[config.mk]
export PLATFORM = sky130hd
export DESIGN_NAME = snake_nav_queue
export DESIGN_NICKNAME = d
export VERILOG_FILES = /design/src/rtl/snake_nav_queue.sv
export SDC_FILE = /design/constraint.sdc
export NUM_CORES = 1
export LEC_CHECK = 0
export BUFFER_PORTS_ARGS = -buffer_cell sky130_fd_sc_hd__buf_2
export CORE_MARGIN = 2
export CORE_UTILIZATION = 35
export DETAILED_ROUTE_END_ITERATION = 7
export PLACE_DENSITY_LB_ADDON = 0.3
export SLEW_MARGIN = 20
export SYNTH_ARGS = -nofsm -noshare
export SYNTH_HDL_FRONTEND = slang
export SYNTH_SLANG_ARGS = --single-unit
[constraint.sdc]
create_clock -name CLOCK -period 3.3 [get_ports CLOCK]
set_input_delay 0.66 -clock CLOCK [delete_from_list [all_inputs] [get_ports CLOCK]]
set_output_delay 0.66 -clock CLOCK [all_outputs]
set_load 0.02 [all_outputs]
[src/rtl/snake_nav_queue.sv]
// snake_nav_queue
//   Per-player heading register with a small FIFO of pending turns. Rising
//   edges on the debounced direction buttons become turn requests. A request
//   is checked against the direction the snake will be travelling once every
//   turn already queued has been applied. A legal request is queued. One
//   queued turn is applied on each STEP_TICK.
//
// Ports
//   CLOCK        : system clock, rising edge
//   RESET        : synchronous, active-low reset
//   PUSH_BUTTONS : 4 bits per player {left, up, down, right}, level inputs
//   STEP_TICK    : one-cycle pulse, the game advances one cell
//   STATE_OUT    : 2 bits per player, 00 right, 01 down, 10 up, 11 left
//   DIR_CHANGED  : per-player pulse, aligned with the STATE_OUT update
//   REQ_DROPPED  : per-player pulse, a legal request was lost to a full FIFO
//   QUEUE_EMPTY  : per-player, FIFO holds no entries
//
// Handshake: none. Requests are fire-and-forget edges. STEP_TICK is a strobe
// that consumes at most one queued entry per player per cycle.
module snake_nav_queue #(
  parameter int         NUM_PLAYERS   = 2,
  parameter int         QUEUE_DEPTH   = 2,
  parameter bit         ALLOW_REVERSE = 1'b0,
  parameter logic [1:0] INIT_DIR      = 2'b00
) (
  input  logic                     CLOCK,
  input  logic                     RESET,
  input  logic [4*NUM_PLAYERS-1:0] PUSH_BUTTONS,
  input  logic                     STEP_TICK,
  output logic [2*NUM_PLAYERS-1:0] STATE_OUT,
  output logic [NUM_PLAYERS-1:0]   DIR_CHANGED,
  output logic [NUM_PLAYERS-1:0]   REQ_DROPPED,
  output logic [NUM_PLAYERS-1:0]   QUEUE_EMPTY
);

  localparam int PW = (QUEUE_DEPTH > 1) ? $clog2(QUEUE_DEPTH) : 1;
  localparam int CW = $clog2(QUEUE_DEPTH + 1);
  localparam logic [PW-1:0] LAST_PTR = PW'(QUEUE_DEPTH - 1);
  localparam logic [CW-1:0] FULL_CNT = CW'(QUEUE_DEPTH);

  for (genvar p = 0; p < NUM_PLAYERS; p++) begin : g_player
    logic [3:0]    btn;
    logic [3:0]    prev;
    logic [3:0]    fresh;
    logic [1:0]    heading;
    logic [1:0]    mem [QUEUE_DEPTH];
    logic [PW-1:0] head;
    logic [PW-1:0] tail;
    logic [PW-1:0] last_ptr;
    logic [CW-1:0] count;
    logic [CW-1:0] count_ap;
    logic          req_valid;
    logic [1:0]    req_dir;
    logic          pop;
    logic [1:0]    heading_next;
    logic [1:0]    ref_dir;
    logic          legal;
    logic          push;
    logic          drop;
    logic          changed_q;
    logic          dropped_q;

    assign btn = PUSH_BUTTONS[4*p +: 4];

    always_comb begin
      fresh     = btn & ~prev;
      req_valid = |fresh;
      // Lowest set bit wins, so only one request is taken per cycle.
      req_dir = 2'b00;
      if (fresh[0])      req_dir = 2'b00;
      else if (fresh[1]) req_dir = 2'b01;
      else if (fresh[2]) req_dir = 2'b10;
      else if (fresh[3]) req_dir = 2'b11;

      // The pop is resolved first, so a full FIFO that is popped this cycle
      // has room for a push in the same cycle.
      pop          = STEP_TICK && (count != '0);
      count_ap     = pop ? count - CW'(1) : count;
      heading_next = pop ? mem[head] : heading;

      // The youngest entry is the slot just behind the write pointer. The pop
      // does not move it unless the FIFO drains, in which case the heading
      // that is being written becomes the reference direction.
      last_ptr = (tail == '0) ? LAST_PTR : tail - PW'(1);
      ref_dir  = (count_ap != '0) ? mem[last_ptr] : heading_next;

      if (req_dir == ref_dir)       legal = 1'b0;
      else if (req_dir == ~ref_dir) legal = ALLOW_REVERSE;
      else                          legal = 1'b1;
      legal = legal && req_valid;

      push = legal && (count_ap != FULL_CNT);
      drop = legal && (count_ap == FULL_CNT);
    end

    always_ff @(posedge CLOCK) begin
      if (!RESET) begin
        prev      <= 4'b0000;
        heading   <= INIT_DIR;
        head      <= '0;
        tail      <= '0;
        count     <= '0;
        changed_q <= 1'b0;
        dropped_q <= 1'b0;
        for (int i = 0; i < QUEUE_DEPTH; i++) mem[i] <= 2'b00;
      end else begin
        prev      <= btn;
        heading   <= heading_next;
        changed_q <= pop;
        dropped_q <= drop;
        if (pop) head <= (head == LAST_PTR) ? '0 : head + PW'(1);
        if (push) begin
          mem[tail] <= req_dir;
          tail      <= (tail == LAST_PTR) ? '0 : tail + PW'(1);
        end
        count <= push ? count_ap + CW'(1) : count_ap;
      end
    end

    assign STATE_OUT[2*p +: 2] = heading;
    assign DIR_CHANGED[p]      = changed_q;
    assign REQ_DROPPED[p]      = dropped_q;
    assign QUEUE_EMPTY[p]      = (count == '0);
  end

endmodule

* Word-level counts from Yosys, hierarchy flattened
Memories as Yosys holds them, arrays and structs flattened. A register that Yosys moved wholly into a read port is not among the register bits.
Index checks and enable logic that the tools add are counted.
** Word-level totals
- Flip-flop bits (word level) :: 24
- Bits in writable memories :: 8
- Input port bits :: 11
- Output and inout bits :: 10
- Logic and storage cells :: 101
- Memories :: 2
** Cells by class
- $add $sub $neg :: 10
- Eq/ne operators :: 8
- Muxes and demuxes :: 43
- Bitwise logic cells :: 6
- Reductions and logical operators :: 18
** Memory list
- g_player[0].mem :: depth 2, bits a word 2, rd ports 2, clocked after Yosys merged registers in 1, wr ports 2, RTL line 46 : logic [1:0] mem [QUEUE_DEPTH];
- g_player[1].mem :: depth 2, bits a word 2, rd ports 2, clocked after Yosys merged registers in 1, wr ports 2, RTL line 46
** Operator list (count)
- two-way mux 2 bit :: 18
- two-way mux 1 bit :: 25
- bitwise AND 4 bit :: 2
- == test 2 bit :: 4
- logical AND 1 bit :: 8
- inverter 4 bit :: 2
- nonzero test 2 bit :: 4
- OR reduction 4 bit :: 2
- adder 1 bit (second input constant) :: 4
- adder 2 x 1 -> 2 bit (second input constant) :: 2
- == test 2 bit (second input constant) :: 2
- logical NOT 2 bit :: 2
- inequality test 2 bit (second input constant) :: 2
- inverter 2 bit :: 2
- OR reduction 2 bit :: 2
- subtractor 2 x 1 -> 2 bit (second input constant) :: 2
- subtractor 1 bit (second input constant) :: 2

* Depth between registers and ports, before layout
- Depth after elaboration :: 16
- Depth in mapped cells :: 13
- Depth with buffers taken out :: 13

* Worst setup path after synthesis
No wires, ideal clock.
- Path kind :: reg2reg
- From :: register g_player[0].count[0]
- To :: memory g_player[0].mem[0][0], enable pin
- Library setup time :: 327 ps
- Arrival :: 2686 ps
- Slack :: 286 ps
- Cell stages (with the launch flop) :: 12
- Period minus slack after synthesis :: 3014 ps
- Cells stage by stage :: dfxtp_1 > inv_1 > ha_1 > or2b_1 > o21ai_0 > inv_1 > ha_1 > a211oi_1 > a21oi_2 > xnor3_2 > mux2i_4 > o21ai_0
** RTL lines
- start: declaration :: RTL line 50 : logic [CW-1:0] count;
- start signal: assignment :: RTL line 116 : count <= push ? count_ap + CW'(1) : count_ap;
- end: declaration :: RTL line 46

==> summary.txt <==
STA
  – Max Fclk: approximately 0.33 GHz
  – Clock Skew: between 0.005 and 0.006 ns
  – Final setup vio count: 0
  – Least-Margin Pin Slew: 0.5268 ns
  – Fin crit period: roughly 3.1 ns
  – Final hold vios: 0
  – Tcrit/Tclk final: 92.86%
  – RSZ-0062 raised after global routing: false
  – Setup tns final: 0 ns
  – Max Slew Vio Count: 0
  – Max-slew headroom: between 60% and 70%

Logic synthesis
  – Most frequent cell after synthesis: dfxtp_1
  – Top post-synthesis cells by area: dfxtp_1, edfxtp_1, and2_1
  – Yosys reg bits: 34
  – Syn_area_per_cell: around 10 um2
  – Mapped Area: 1743 um2
  – Top FF cell, synth: dfxtp_1
  – Syn Nets: 192
  – Syn. warnings: 0
  – Most frequent cells after synthesis: dfxtp_1, and2_1, nand2_1
  – Post-synthesis sequential area ratio: between 40% and 50%
  – Yosys cell types: 37
  – Area leader, netlist: dfxtp_1
  – Post-synthesis async set-or-reset flop share: 0%
  – Synth Instances: about 180
  – Yosys top cell area share: about 30%
  – Post-synth EDFFs: 8

Global routing
  – GR Util All Layers: 11.51%
  – Number of global-route vias before repair: between 1,000 and 1,500
  – Global-route wire length before repair: between 4 and 5 mm
  – Largest net degree at the start of global routing: 38
  – Remaining global-route overflow: 0
  – Antenna violations before repair: 0

Drt
  – DRC: 0
  – Pre-Repair DR Iteration Count: 4
  – Routed vias/inst: around 4.4
  – ANT nets after route: 0
  – DR vias: between 1,000 and 1,500
  – Drt first-iter violations: 40
  – Avg WL per Cell: 10.47 um
  – Final wirelength: ~2.8 mm

Die
  – Die height: 74.57 um
  – Chip width: about 75 um
  – Placeable Area: about 4800 um2
  – Starting Density: 36.66%
  – Die area: about 5600 um2
  – # rows: 25
  – I/O pins: 21

CTS
  – CTS clk-pin slew, worst paths: 0.07 ns
  – Worst skew pair latency: between 0.2 and 0.3 ns
  – Hold buffer count at CTS: 0
  – Clock buffers created by TritonCTS: 5
  – Post-cts sizing count: 0
  – H-tree depth: 2
  – Clock tree buffer depth: 2
  – CTS root buffer: clkbuf_8
  – Post-CTS Repair Setup Buffers: 0
  – CTS Sinks: 34
  – CTS tree: done

Place
  – Routability congestion estimate: just under 0.8
  – PortBufs: 20
  – Post-placement cell area: around 1900 um2
  – Detailed-placement wirelength estimate: 2.034 mm

Critical path
  – CP Capture Type: register
  – Worst endpoint required time: roughly 3.3 ns
  – Reg2Reg Depth: 11
  – CP max FO: 7
  – CP arrival: around 3.0 ns
  – Crit Path Class: reg -> reg
  – CP Launch Type: register

Worst hold path
  – Hold Path Class: reg -> reg
  – Worst Hold Depth: 2

Run
  – Max-cap violations: 0

Power and ir drop
  – Pwr Total: 1.740 mW
  – Static Leakage: 0.8413 nW
  – Peak VDD IR: 281.7 uV
  – Pwr/cell area: around 880 nW/um2

Layout
  – Final net count: roughly 210
  – Layout cells sized above 1: a little over a fifth
  – Design area: between 1500 and 2000 um2
  – Diode count: 0
  – Area Overhead vs Synth: 13.14%

Outcome
  – Outcome: finished, final reports clean
## flip-flops by register name (all words and copies together) (netlist names), named ones only
name                cells
g_player.changed_q      2
g_player.head           2
g_player.count          4
g_player.heading        4
g_player.tail           2
g_player.dropped_q      2
g_player.prev           8
g_player.mem            8
## through the flow
step	util, %	setup WS, ns	std cells	hold WS [ns]
after floorplan	-	0.2864	175	0.4948
after global placement	39.58	0.2107	255	0.5287
after detailed placement	39.58	0.1147	255	0.5263
after CTS	41.47	0.2152	263	0.5350
after global routing	41.47	0.0003606	263	0.5693
final	41.47	0.2356	263	0.5297
## report_power, final
group | total (mW) | internal (mW) | switching [mW]
registers | 0.583 | 0.533 | 0.0508
logic | 0.848 | 0.401 | 0.447
clock network | 0.309 | 0.164 | 0.145
## critical path, stage by stage, from the launching register on
cell,delay (ns)
dfxtp_1,0.35
inv_1,0.05
ha_1,0.24
or2b_1,0.28
o21ai_0,0.25
inv_1,0.08
ha_1,0.23
a211oi_1,0.26
a21oi_2,0.07
xnor3_2,0.43
mux2i_4,0.24
o21ai_0,0.27
## layout by cell type, fill, tap and decap left out, types with 2 or more instances in the layout
cell type	n
dfxtp_1	26
o21ai_0	6
buf_4	3
a21oi_1	5
ha_1	6
inv_1	9
nor3_1	2
a21oi_2	2
buf_2	20
or2b_1	2
clkinv_1	2
xnor2_1	5
mux2_2	3
clkbuf_8	6
mux2i_1	9
nand2_1	15
xor2_1	5
and2b_1	3
edfxtp_1	8
nand3_1	2
a211oi_1	4
nand2b_1	8
and2_1	15
nor2_1	10
nor2b_1	6
## metal layers
layer | global-route usage (%) | up-vias | part of all wire [%]
li1 | - | 616 | -
met1 | 15.90 | 520 | 51
met2 | 16.62 | 28 | 42
met3 | 4.065 | 5 | 5.0
met4 | 4.167 | 0 | 1.5
met5 | 0 | - | 0
## path summary, 6_finish.rpt
path | slack, ns | startpoint | endpoint
worst min register to register | 0.53 | g_player[1].tail$_SDFFE_PN0N_ | g_player[1].tail$_SDFFE_PN0N_
worst max register to register | 0.24 | g_player[0].count[0]$_SDFF_PN0_ | g_player[0].mem[1][0]$_SDFFCE_PN0P_
worst max-delay path | 0.24 | g_player[0].count[0]$_SDFF_PN0_ | g_player[0].mem[1][0]$_SDFFCE_PN0P_
worst min-delay path | 0.53 | g_player[1].tail$_SDFFE_PN0N_ | g_player[1].tail$_SDFFE_PN0N_
## area by class of cell
type / count / area, um2
fill: 495 / 2783
multi-input combinational: 122 / 880.8
sequential: 34 / 760.7
timing repair buffer: 23 / 122.6
tap: 67 / 83.83
clock buffer: 6 / 82.58
inverter: 9 / 33.78
clock inverter: 2 / 7.507
## logic make-up (layout without fill, tap and decap cells)
family | count (synthesis) | count (layout) | synth area share, %
AO/OA/AOI/OAI | 22 | 22 | 8.902
XOR/XNOR | 11 | 11 | 6.389
adder cells (fa/ha/maj) | 6 | 6 | 4.307
buffers and inverters | 19 | 40 | 5.814
flip-flops | 34 | 34 | 43.65
multiplexers | 14 | 14 | 9.045
AND/OR/NAND/NOR | 69 | 69 | 21.90
Note: power is estimated with default switching activity, not from simulation.
